`config.mk`:
```
export PLATFORM = sky130hd
export DESIGN_NAME = lmi_dram_arb
export DESIGN_NICKNAME = d
export VERILOG_FILES = /design/src/rtl/lmi_dram_arb.sv
export SDC_FILE = /design/constraint.sdc
export NUM_CORES = 1
export LEC_CHECK = 0
export BUFFER_PORTS_ARGS = -buffer_cell sky130_fd_sc_hd__buf_2
export CORE_UTILIZATION = 43
export DETAILED_ROUTE_END_ITERATION = 10
export GPL_TIMING_DRIVEN = 1
export PLACE_DENSITY = 0.77
export SYNTH_ARGS = -nofsm -noshare
export SYNTH_HDL_FRONTEND = slang
export SYNTH_SLANG_ARGS = --single-unit
```
`constraint.sdc`:
```
create_clock -name CLK -period 2.3 [get_ports CLK]
set_input_delay 0.46 -clock CLK [delete_from_list [all_inputs] [get_ports CLK]]
set_output_delay 0.46 -clock CLK [all_outputs]
set_load 0.05 [all_outputs]
```
`src/rtl/lmi_dram_arb.sv`:
```
// Local data RAM arbiter: core load/store pipe vs. DMA requester.
// One access per cycle, registered RAM strobes, tagged read return.
module lmi_dram_arb #(
    parameter int ADDR_HI    = 13,
    parameter int ADDR_LO    = 2,
    parameter int STARVE_MAX = 4,
    parameter int BURST_MAX  = 8
) (
    input  logic                 CLK,
    input  logic                 RESET_D1_R_N,
    input  logic                 CFG_DMA_PRI,
    input  logic                 CORE_REQ,
    input  logic                 CORE_WR,
    input  logic [ADDR_HI:ADDR_LO] CORE_ADDR,
    input  logic [3:0]           CORE_BE,
    input  logic [31:0]          CORE_WDATA,
    output logic                 CORE_ACK,
    output logic                 CORE_HALT,
    output logic                 CORE_RVAL_R,
    output logic [31:0]          CORE_RDATA,
    input  logic                 EXT_REQ,
    input  logic                 EXT_WR,
    input  logic [ADDR_HI:ADDR_LO] EXT_ADDR,
    input  logic [3:0]           EXT_BE,
    input  logic [31:0]          EXT_WDATA,
    input  logic                 EXT_LAST,
    output logic                 EXT_GNT,
    output logic                 EXT_RVAL_R,
    output logic [31:0]          EXT_RDATA,
    output logic [ADDR_HI:ADDR_LO] RAM_INDEX_R,
    output logic [31:0]          RAM_WDATA_R,
    output logic [3:0]           RAM_BE_R,
    output logic                 RAM_CS_R,
    output logic                 RAM_WE_R,
    input  logic [31:0]          RAM_RDATA
);

    localparam logic [3:0] STARVE_LIM = 4'(STARVE_MAX);
    localparam logic [3:0] BURST_LIM  = 4'(BURST_MAX);

    typedef enum logic {OWN_CORE, OWN_EXT} owner_t;

    owner_t      owner;
    logic [3:0]  starve_cnt;
    logic [3:0]  burst_cnt;
    logic        rd_tag_r;
    logic [31:0] core_hold_r;
    logic [31:0] ext_hold_r;
    logic        sw_ext;
    logic        yield;
    logic        acc;

    assign sw_ext = EXT_REQ & (~CORE_REQ | CFG_DMA_PRI |
                               (starve_cnt == STARVE_LIM));
    assign yield  = CORE_REQ & ~CFG_DMA_PRI & (burst_cnt == BURST_LIM);

    always_comb begin
        CORE_ACK = 1'b0;
        EXT_GNT  = 1'b0;
        if (owner == OWN_CORE) begin
            EXT_GNT  = sw_ext;
            CORE_ACK = CORE_REQ & ~sw_ext;
        end else if (yield) begin
            CORE_ACK = 1'b1;
        end else if (EXT_REQ) begin
            EXT_GNT = 1'b1;
        end else begin
            CORE_ACK = CORE_REQ;
        end
    end

    assign acc        = CORE_ACK | EXT_GNT;
    assign CORE_HALT  = CORE_REQ & ~CORE_ACK;
    assign CORE_RDATA = CORE_RVAL_R ? RAM_RDATA : core_hold_r;
    assign EXT_RDATA  = EXT_RVAL_R ? RAM_RDATA : ext_hold_r;

    always_ff @(posedge CLK) begin
        if (!RESET_D1_R_N) begin
            owner       <= OWN_CORE;
            starve_cnt  <= '0;
            burst_cnt   <= '0;
            rd_tag_r    <= 1'b0;
            RAM_CS_R    <= 1'b0;
            RAM_WE_R    <= 1'b0;
            RAM_BE_R    <= '0;
            RAM_INDEX_R <= '0;
            RAM_WDATA_R <= '0;
            CORE_RVAL_R <= 1'b0;
            EXT_RVAL_R  <= 1'b0;
            core_hold_r <= '0;
            ext_hold_r  <= '0;
        end else begin
            if (owner == OWN_CORE) begin
                if (sw_ext) begin
                    // the switch beat itself is the first beat of the burst
                    owner      <= OWN_EXT;
                    starve_cnt <= '0;
                    burst_cnt  <= 4'd1;
                end else if (!EXT_REQ) begin
                    starve_cnt <= '0;
                end else if (CORE_ACK && starve_cnt != STARVE_LIM) begin
                    starve_cnt <= starve_cnt + 4'd1;
                end
            end else begin
                if (yield || !EXT_REQ || EXT_LAST) begin
                    owner     <= OWN_CORE;
                    burst_cnt <= '0;
                end else if (burst_cnt != BURST_LIM) begin
                    burst_cnt <= burst_cnt + 4'd1;
                end
            end

            RAM_CS_R <= acc;
            RAM_WE_R <= acc & (EXT_GNT ? EXT_WR : CORE_WR);
            if (acc) begin
                RAM_INDEX_R <= EXT_GNT ? EXT_ADDR : CORE_ADDR;
                RAM_BE_R    <= EXT_GNT ? EXT_BE : CORE_BE;
                RAM_WDATA_R <= EXT_GNT ? EXT_WDATA : CORE_WDATA;
                rd_tag_r    <= EXT_GNT;
            end

            CORE_RVAL_R <= RAM_CS_R & ~RAM_WE_R & ~rd_tag_r;
            EXT_RVAL_R  <= RAM_CS_R & ~RAM_WE_R & rd_tag_r;
            if (CORE_RVAL_R)
                core_hold_r <= RAM_RDATA;
            if (EXT_RVAL_R)
                ext_hold_r <= RAM_RDATA;
        end
    end

endmodule

```
# Word level (Yosys, flattened, before mapping)
# Cells that the tools add are included.
# word_totals
reg_bits	126
in_bits	136
out_inout_bits	119
elab_cells	69
# op_classes
add_sub_neg	2
n_eq_ne	6
n_mux	22
n_bitwise	19
n_reduce_logical	7
# op_table
op	n
32-bit 2-to-1 mux	3
4-bit 2-to-1 mux	8
12-bit 2-to-1 mux	1
1-bit 2-to-1 mux	10
1-bit bitwise AND	9
4-bit by 1-bit adder with 4-bit output (second input constant)	2
1-bit inverter	7
3-bit by 1-bit != test with 1-bit output (second input constant)	2
4-bit by 3-bit equality test with 1-bit output (second input constant)	1
4-bit equality test (second input constant)	1
4-bit by 3-bit != test with 1-bit output (second input constant)	1
4-bit != test (second input constant)	1
2-bit AND reduction	2
1-bit bitwise OR	3
1-bit logical OR	2
2-bit nonzero test	1
1-bit logical AND	1
1-bit zero test	1

# Depth between registers and ports, before layout
# Gate-level depths: netlist of run 1.
# logic_depth
ltp_word	11
ltp_mapped	9
depth_no_buf	7

# Worst setup path after synthesis of run 1
# OpenSTA, ideal clock, no wires.
# synth_path
kind	register -> output
from	reg burst_cnt[0]
to	out CORE_HALT
arrival_ns	2.114
t_required_ns	1.840
setup_slack_ns	-0.274
path_stages_with_launch	10
n_path_buf	2
path_cell_list	dfxtp_1 -> inv_1 -> ha_1 -> and3b_1 -> and3_1 -> clkbuf_1 -> or2_1 -> buf_6 -> inv_2 -> and2_1
# synth_via
elab_chain_cells	6
# synth_lines
item	line_no	source
start: declaration	45	logic [3:0] burst_cnt;
start signal: assignment	109	burst_cnt <= burst_cnt + 4'd1;
4-bit equality test	55	assign yield = CORE_REQ & ~CFG_DMA_PRI & (burst_cnt == BURST_LIM);
1-bit bitwise AND	55	
1-bit 2-to-1 mux	63	end else if (yield) begin
1-bit 2-to-1 mux	60	if (owner == OWN_CORE) begin
1-bit inverter	73	assign CORE_HALT = CORE_REQ & ~CORE_ACK;
1-bit bitwise AND	73	
end: declaration	18	output logic CORE_HALT,
# No other way between the ends.

# Worst setup path after layout of run 1
# layout_path
from	reg burst_cnt[1]
to	out CORE_HALT
# The elaborated chain is that of the path after synthesis.

==> reports/qor.csv, run 1 <==
metric;value;unit
powerDensity;797;mW/mm^2
port_buffers;254;
syn_avg_cell_area;10.9;um^2
hold_class;input port to register;
ys_ff_latch;126;
drt-total-wl;14500;um
start_kind;register;
outcome;finished, violations left;
dr.first_iter.drc_count;205;
cts_tree;built;
setup_ws;-65.3;ps
dr.pass1.iters;4;
skew;9.59;ps
multi_input_area;0.00290;mm^2
avgRoutedWirePerCell;15.2;um
critPathMaxFanout;3;
antenna_found_initial;1;
ys_types;37;
clk_path_buf_depth;2;
crit_start;burst_cnt[1];
fin_crit;2370;ps
drv_cap;0;
r2r_start;burst_cnt[1];
synth_cells;518;
clk_pin_slew;50;ps
die_w;117;um
slew_violations;0;
ant_nets;0;
rsz0062_at_grt;yes;
synth_most_common_cell;dfxtp_1;
synthFlopType;dfxtp_1;
row_count;41;
stdcell_count;954;
vias;4797;
peakVddDrop;539;uV
cts_buffers;17;
period_share;1.03;
clkSinkCount;126;
ys_warn_count;0;
synth_area_leaders;dfxtp_1 45%, mux2_1 13%, a211oi_2 11%, mux2i_1 8.7%, and2_1 7.3%;
synth_edf_count;0;
seq_area;0.00253;mm^2
start_util;0.445;
yosys.area.top_type;dfxtp_1;
layout-drive-gt1-share;0.478;
grt-ovfl-total;0;
die_area;0.0136;mm^2
yosys.area.top_type_share;0.446;
hold_buffers;0;
final-hold-violation-count;0;
power.total;6.21;mW
clkLatencyLatePin;410;ps
first_global_vias;4633;
drc_errors;0;
syn_nets;658;
gp_congestion;0.828;
grt_pass1_wl;21700;um
place_hpwl;10300;um
h-tree-depth;4;
ys_seq_area_frac;0.446;
power.leakage;3.80;nW
placed_area;0.00706;mm^2
fin_area;0.00779;mm^2
max_clock_freq;423;MHz
async_flop_share;0;
io-pin-count;255;
core-area;0.0127;mm^2
area_growth;37.7;%
fp.dieH;117;um
worst_pin_slew;823;ps
setup.worst_path.end_class;primary output;
synthesis.area;0.00566;mm^2
grt_max_degree;71;
drt-vias-per-instance;5.03;
final_nets;908;
violations;setup timing;
setup_violations;3;
hp-start;EXT_WR;
ys_top_cells_by_count;126 x dfxtp_1, 66 x and2_1, 64 x mux2_1, 50 x nor3_1, 49 x mux2i_1;
cts-root-buf;clkbuf_16;
dp.cells;911;
required;1840;ps
fillCellCount;1067;
whs;306;ps
grt_use_total;0.208;
max_slew_margin;0.452;
criticalPathCategory;register to primary output;
critPathArrivalTime;1910;ps
[state kept, by name, indices dropped and copies added (netlist names), 4 cells and up]
name and flops:
burst_cnt 4, starve_cnt 4, RAM_BE_R 4, ext_hold_r 32, RAM_INDEX_R 12, RAM_WDATA_R 32
core_hold_r 32
[critical path, stage by stage, from the launching register on]
cell and delay [ps]:
dfxtp_2 330, inv_2 50, ha_4 150, and3b_1 170, and3_4 180, or2_4 270
inv_4 70, and2_4 140, buf_8 140
[final timing paths]
path / to / slack (ps) / depth (start not counted)
max reg2reg: burst_cnt[2] / 360 / 8
min reg2reg: CORE_RVAL_R / 470 / 2
min: RAM_WE_R / 310 / 3
max: CORE_HALT / -70 / 8
[layout make-up]
class                           count  area share
Sequential cell                   126       0.325
Timing Repair Buffer              276       0.195
Tap cell                          172      0.0276
Clock inverter                     13      0.0178
Antenna cell                        1    0.000321
Multi-Input combinational cell    339       0.372
Inverter                            8     0.00418
Clock buffer                       19      0.0582
[layout by cell type, fill, tap and decap left out, drive strengths merged, types with 2 or more instances in the layout]
master | Yosys | routed
mux2 | 64 | 64
mux2i | 49 | 49
nor2 | 3 | 3
clkbuf | 24 | 19
a211oi | 50 | 50
and3b | 2 | 2
dfxtp | 126 | 126
buf | 21 | 276
nand4 | 2 | 2
o21ai | 6 | 6
nand3 | 6 | 6
clkinvlp | 0 | 5
nor3 | 50 | 50
bufinv | 0 | 2
nor2b | 2 | 2
a21oi | 12 | 12
and3 | 2 | 2
inv | 8 | 9
nor3b | 3 | 3
ha | 4 | 4
clkinv | 0 | 5
and2 | 66 | 66
nand2b | 2 | 2
nand2 | 7 | 7
[repair_timing]
| action | 4_1_cts | 5_1_grt |
|---|---|---|
| resized for setup | 19 | 3 |
| endpoints found under the setup margin | 3 | 3 |
| setup buffers | 6 | 4 |
| pin swaps | 4 | 1 |
[report_power, final]
group	switching [mW]	internal, mW
sequential	0.0480	2.30
clock	0.981	1.65
combinational	0.836	0.394
[cells by family (layout without fill, tap and decap cells)]
group,count (synthesis),count (layout),share of synthesized area
simple gates,150,150,0.152
flops,126,126,0.446
mux,113,113,0.214
compound gates,72,72,0.131
buf+inv,53,316,0.0476
fa+ha+maj,4,4,0.00885
other cells,0,1,0
[metal layers]
| metal | vias up | global-route usage | routed length, um |
|---|---|---|---|
| met1 | 2225 | 0.222 | 5740 |
| li1 | 2348 | - | - |
| met2 | 201 | 0.366 | 7190 |
| met4 | 0 | 0.0937 | 319 |
| met3 | 23 | 0.0768 | 1290 |
| met5 | - | 0 | 0 |
[stage by stage]
step                       util  setup WS [ps]  setup TNS [ps]
after floorplan               -           7.80               0
after global placement    0.555           55.9               0
after detailed placement  0.555           19.2               0
after CTS                 0.609          -69.5            -112
after global routing      0.612           -124            -307
final                     0.612          -65.3            -122
Power figures use the tool's default switching activity.
==> run 2, diff against run 1 <==
--- a/config.mk
+++ b/config.mk
@@ -6,10 +6,9 @@
 export NUM_CORES = 1
 export LEC_CHECK = 0
 export BUFFER_PORTS_ARGS = -buffer_cell sky130_fd_sc_hd__buf_2
-export CORE_UTILIZATION = 43
+export CORE_UTILIZATION = 30
 export DETAILED_ROUTE_END_ITERATION = 10
 export GPL_TIMING_DRIVEN = 1
-export PLACE_DENSITY = 0.77
 export SYNTH_ARGS = -nofsm -noshare
 export SYNTH_HDL_FRONTEND = slang
 export SYNTH_SLANG_ARGS = --single-unit
==> run 2 against run 1 <==
The flow still finishes with violations (setup timing). Core utilization shrank 18 points. Sequential power barely moved. Via count decreased by 0.63%. Sequential cell count did not move. Clock power is 7% higher. Critical path type unchanged. Critical endpoint unchanged. Largest cell class unchanged.
==> reports/qor.csv, run 2 (synthesis gave the netlist of run 1 again) <==
metric;value;unit;change
outcome;finished, violations left;;
violations;setup timing;;
cts-root-buf;clkbuf_16;;
criticalPathCategory;register to primary output;;
grt_max_degree;58;;-18%
drt-vias-per-instance;4.72;;-6.2%
dr.first_iter.drc_count;90;;-56%
antenna_found_initial;0;;-1
fin_tns_setup;-155;ps;-32.6 ps
crit_cells;8;;unchanged
pre_cts_ws;45.2;ps;+25.9 ps
crit_slowest_cell;dfxtp_2;;
fp.dieH;139;um;+19%
slew_violations;0;;unchanged
stdcell_count;1011;;+6.0%
max_slew_margin;0.613;;+0.161
critPathMaxFanout;4;;+1
die_w;139;um;+19%
grt_pass1_wl;23900;um;+10%
powerDensity;810;mW/mm^2;+1.6%
final-hold-violation-count;0;;unchanged
cts_tree;built;;
power.leakage;3.84;nW;+0.96%
start_util;0.311;;-0.134
port_buffers;254;;unchanged
drc_errors;0;;unchanged
row_count;49;;+20%
power.total;6.40;mW;+3.1%
max_stage_delay;330;ps;about the same
layout.cells.most_common;buf_2;;
final_cell_mix;252 x buf_2, 122 x dfxtp_1, 64 x mux2_1, 64 x and2_1, 50 x nor3_1;;
core-area;0.0182;mm^2;+43%
grt_use_total;0.156;;-0.0523
layout-drive-gt1-share;0.476;;-0.00189
fin_crit;2370;ps;+2.13 ps
reg2reg_depth;8;;unchanged
skew;8.85;ps;-0.741 ps
rsz0062_at_grt;yes;;
critPathArrivalTime;1910;ps;about the same
peakVddDrop;459;uV;-15%
setup.worst_path.end_class;primary output;;
vias;4767;;-0.63%
start_kind;register;;
place_hpwl;10300;um;-0.36%
setup_violations;3;;unchanged
h-tree-depth;4;;unchanged
die_area;0.0194;mm^2;+43%
final_core_util;0.434;;-0.178
drv_cap;0;;unchanged
first_global_vias;4779;;+3.2%
cp.buffers_inverters;3;;unchanged
clk_path_buf_depth;2;;unchanged
io-pin-count;255;;unchanged
gp_congestion;0.751;;-9.4%
period_share;1.03;;about the same
largest_registers;RAM_WDATA_R: 32 flops, core_hold_r: 32 flops, ext_hold_r: 32 flops;;
cts_buffers;17;;unchanged
hold_class;input port to register;;
hold_depth;3;;unchanged
clkSinkCount;126;;unchanged
setup_ws;-67.4;ps;-2.13 ps
path_cells;inv_2 -> ha_4 -> and3b_1 -> and3_4 -> or2_4 -> inv_4 -> and2_4 -> buf_8;;
clk_pin_slew;60;ps;about the same
path_delay_family;simple AND/OR/NAND/NOR gates;;
clkLatencyLatePin;400;ps;about the same
worst_pin_slew;581;ps;-241 ps
required;1840;ps;about the same
avgRoutedWirePerCell;14.7;um;-3.5%
grt-ovfl-total;0;;unchanged
n_antenna_cell;0;;-1
ant_nets;0;;unchanged
final_nets;910;;+0.22%
area_growth;39.7;%;
dr.pass1.iters;4;;unchanged
max_clock_freq;422;MHz;about the same
drt-total-wl;14900;um;+2.3%
dp.cells;975;;+7.0%
==> run 2: worst register-to-register path, cell delays in order (launching register included) <==
cell      delay (ps)
dfxtp_2          330
inv_2             50
ha_4             150
and3b_1          170
and3_4           180
or2_4            290
buf_4            220
buf_12           210
a211oi_2         230
==> run 2: path summary, 6_finish.rpt <==
| path | slack [ps] | start | to |
|---|---|---|---|
| setup / recovery | -70 | burst_cnt[1] | CORE_HALT |
| hold / removal | 320 | EXT_WR | RAM_WE_R |
| setup reg to reg | 400 | burst_cnt[1] | RAM_WDATA_R[25] |
| hold reg to reg | 440 | rd_tag_r | CORE_RVAL_R |
==> run 2: cell type report <==
class	instances	area, um^2
Timing Repair Buffer	278	1530
Multi-Input combinational cell	339	2900
Tap cell	229	287
Clock inverter	11	165
Inverter	8	32.5
Sequential cell	126	2530
Clock buffer	20	457
Fill cell	1791	10300
==> run 2: metal layers <==
metal	track usage	up-vias	part of all wire
met5	0	-	0
met4	0.0591	0	0.0091
met3	0.0582	9	0.088
met2	0.255	188	0.47
met1	0.184	2217	0.44
li1	-	2353	-
==> run 2: through the flow <==
step | hold WS, ps | area, um^2
global placement | 431 | 7200
global route | 337 | 7900
finish | 323 | 7900
detailed placement | 434 | 7200
CTS | 297 | 7870
floorplan | 415 | 5660
==> run 2: timing repair <==
| item | CTS | global route |
|---|---|---|
| hold buffers | 0 | 0 |
| gates resized for setup | 15 | 2 |
| setup endpoints to repair | 3 | 3 |
| buffers inserted | 3 | 2 |
| pin swaps | 4 | 1 |
==> run 2: power breakdown <==
group	switching [mW]	leakage, nW	total [mW]	internal, mW
registers	0.0463	1.03	2.34	2.30
logic	0.835	2.50	1.23	0.394
clock network	0.963	0.306	2.82	1.86
==> run 3, diff against run 2 <==
--- a/config.mk
+++ b/config.mk
@@ -5,6 +5,7 @@
 export SDC_FILE = /design/constraint.sdc
 export NUM_CORES = 1
 export LEC_CHECK = 0
+export ABC_AREA = 1
 export BUFFER_PORTS_ARGS = -buffer_cell sky130_fd_sc_hd__buf_2
 export CORE_UTILIZATION = 30
 export DETAILED_ROUTE_END_ITERATION = 10
==> run 3 against run 2 <==
Highest routed layer is now met5. Clock-buffer cell count up 3. Final area hardly changed. Maximum frequency is 7.2% higher. Die area is 0.35% higher. Critical path type unchanged. The flow now finishes without violations. Setup slack improved by 160 ps.
==> reports/qor.csv, run 3 <==
metric;value;unit;change
outcome;complete, no violations;;
ys_ff_latch;126;;unchanged
dr_wl_met2;8150;um;+18%
criticalPathCategory;register to primary output;;
die_w;140;um;+0.18%
ys_warn_count;0;;unchanged
fp.dieH;140;um;+0.18%
hold_class;input port to register;;
async_flop_share;0;;unchanged
antenna_found_initial;2;;+2
drt-vias-per-instance;4.64;;-1.6%
slew_violations;0;;unchanged
grt-ovfl-total;0;;unchanged
first_global_vias;5566;;+16%
fillCellCount;1910;;+6.6%
period_share;0.960;;-0.0694
synth_cells;815;;+57%
die_area;0.0195;mm^2;+0.35%
grt_use_total;0.182;;+0.0268
row_count;49;;unchanged
ys_top_cells_by_count;301 x nand2_1, 126 x dfxtp_1, 120 x a21oi_1, 67 x inv_1, 58 x nand3_1;;
yosys.area.top_type_share;0.444;;-0.00157
worst_pin_slew;435;ps;-147 ps
critPathMaxFanout;3;;-1
dr.first_iter.drc_count;200;;+120%
power.leakage;4.17;nW;+8.6%
cts_buffers;17;;unchanged
clk_pin_slew;50;ps;about the same
stdcell_count;1301;;+29%
ant_nets;0;;unchanged
placed_area;0.00717;mm^2;-0.38%
final-hold-violation-count;0;;unchanged
start_util;0.311;;about the same
wl_met1;7850;um;+20%
syn_nets;955;;+45%
multi_input_area;0.00268;mm^2;-7.5%
drt-total-wl;17700;um;+19%
ys_types;26;;-30%
cts-root-buf;clkbuf_16;;
place_hpwl;11900;um;+16%
synthesis.area;0.00568;mm^2;+0.35%
syn_avg_cell_area;6.96;um^2;-36%
port_buffers;254;;unchanged
area_growth;39.0;%;
drv_cap;0;;unchanged
clk_path_buf_depth;2;;unchanged
drc_errors;0;;unchanged
seq_area;0.00253;mm^2;about the same
peakVddDrop;456;uV;-0.70%
layout.cells.most_common;nand2_1;;
grt_max_degree;88;;+52%
ys_seq_area_frac;0.444;;-0.00157
critPathArrivalTime;1750;ps;-160 ps
start_kind;register;;
cts_tree;built;;
layout-drive-gt1-share;0.305;;-0.170
vias;6037;;+27%
io-pin-count;255;;unchanged
yosys.area.top_type;dfxtp_1;;
clkSinkCount;126;;unchanged
whs;320;ps;-2.94 ps
dr.pass1.iters;4;;unchanged
synth_edf_count;0;;unchanged
largest_registers;RAM_WDATA_R: 32 flops, core_hold_r: 32 flops, ext_hold_r: 32 flops;;
fin_crit;2210;ps;-160 ps
final_cell_mix;297 x nand2_1, 251 x buf_2, 123 x dfxtp_1, 120 x a21oi_1, 65 x inv_1;;
max_clock_freq;453;MHz;+7.2%
grt_pass1_wl;28100;um;+17%
setup_violations;0;;-3
avgRoutedWirePerCell;13.6;um;-7.6%
dr_wl_met3;1390;um;+6.4%
final_nets;1198;;+32%
core-area;0.0183;mm^2;+0.34%
h-tree-depth;4;;unchanged
required;1840;ps;about the same
routed.top_layer;met5;;
synth_most_common_cell;nand2_1;;
synth_area_leaders;dfxtp_1 44%, nand2_1 20%, a21oi_1 11%, nand3b_1 6.5%, nand3_1 5.1%;;
max_slew_margin;0.707;;+0.0946
fin_area;0.00789;mm^2;about the same
dp.cells;1260;;+29%
synthFlopType;dfxtp_1;;
setup.worst_path.end_class;primary output;;
clkLatencyLatePin;420;ps;+20 ps
powerDensity;791;mW/mm^2;-2.4%
gp_congestion;0.745;;-0.84%
skew;14.4;ps;+5.55 ps
run 3: cell count changes after synthesis, sizes merged, moves of 3 or more:
cell,change
nor2,+8
a211oi,-50
buf,+4
mux2,-64
and2,-66
mux2i,-49
nor3b,-3
nand3,+55
a21oi,+108
nand2,+295
clkbuf,+5
nand3b,+48
inv,+62
nor3,-48
run 3: path summary, 6_finish.rpt:
| check | start | to | slack [ps] | depth (start not counted) |
|---|---|---|---|---|
| hold / removal | RAM_RDATA[13] | ext_hold_r[13] | 320 | 3 |
| setup / recovery | burst_cnt[0] | CORE_ACK | 90 | 11 |
| setup reg to reg | starve_cnt[0] | RAM_WDATA_R[30] | 300 | 11 |
| hold reg to reg | rd_tag_r | CORE_RVAL_R | 440 | 1 |
run 3: where the power goes:
group / internal, mW / switching, mW / leakage [nW] / total, mW
logic: 0.434 / 1.03 / 2.88 / 1.46
clock network: 1.43 / 0.972 / 0.253 / 2.40
registers: 2.32 / 0.0603 / 1.03 / 2.38
total: 4.18 / 2.06 / 4.17 / 6.24
run 3: cells by family after synthesis:
logic type | synth area share
flip-flops | 0.444
buffers and inverters | 0.0906
adder cells (fa/ha/maj) | 0.00882
XOR/XNOR | 0.00309
AND/OR/NAND/NOR | 0.337
AO/OA/AOI/OAI | 0.116
run 3: through the flow:
stage                     worst slack (ps)  utilization  setup TNS, ps  power, mW
after CTS                             3.46        0.430              0       6.31
final                                 92.2        0.432              0       6.24
after global routing                 -3.23        0.432          -3.23       6.54
after floorplan                       35.7            -              0       3.41
after global placement                97.8        0.392              0       3.82
after detailed placement              40.6        0.392              0       3.82
run 3: critical path: stages, from the launching register on:
cell	delay [ps]
dfxtp_4	340
inv_1	50
ha_2	180
nand2_2	70
nor2_4	100
nand2_2	80
nand3_4	90
nand2_4	80
inv_4	80
nand2_4	70
inv_2	60
buf_8	130
run 3: routing by layer:
layer,vias up,track usage
met1,2674,0.228
li1,3095,-
met4,4,0.0671
met5,-,0
met3,27,0.0643
met2,237,0.289
run 3: area by class of cell:
| cell class | instances | area share |
|---|---|---|
| Inverter | 70 | 0.0338 |
| Clock buffer | 23 | 0.0593 |
| Sequential cell | 126 | 0.320 |
| Clock inverter | 9 | 0.00809 |
| Multi-Input combinational cell | 565 | 0.340 |
| Timing Repair Buffer | 278 | 0.202 |
| Tap cell | 229 | 0.0363 |
| Antenna cell | 1 | 0.000317 |
run 3: repair_timing:
action | 4_1_cts | 5_1_grt
gates cloned | 2 | 0
setup endpoints to repair | 3 | 51
hold buffers | 0 | 0
resized for setup | 16 | 10
setup buffers | 4 | 2
pin swaps | 2 | 1
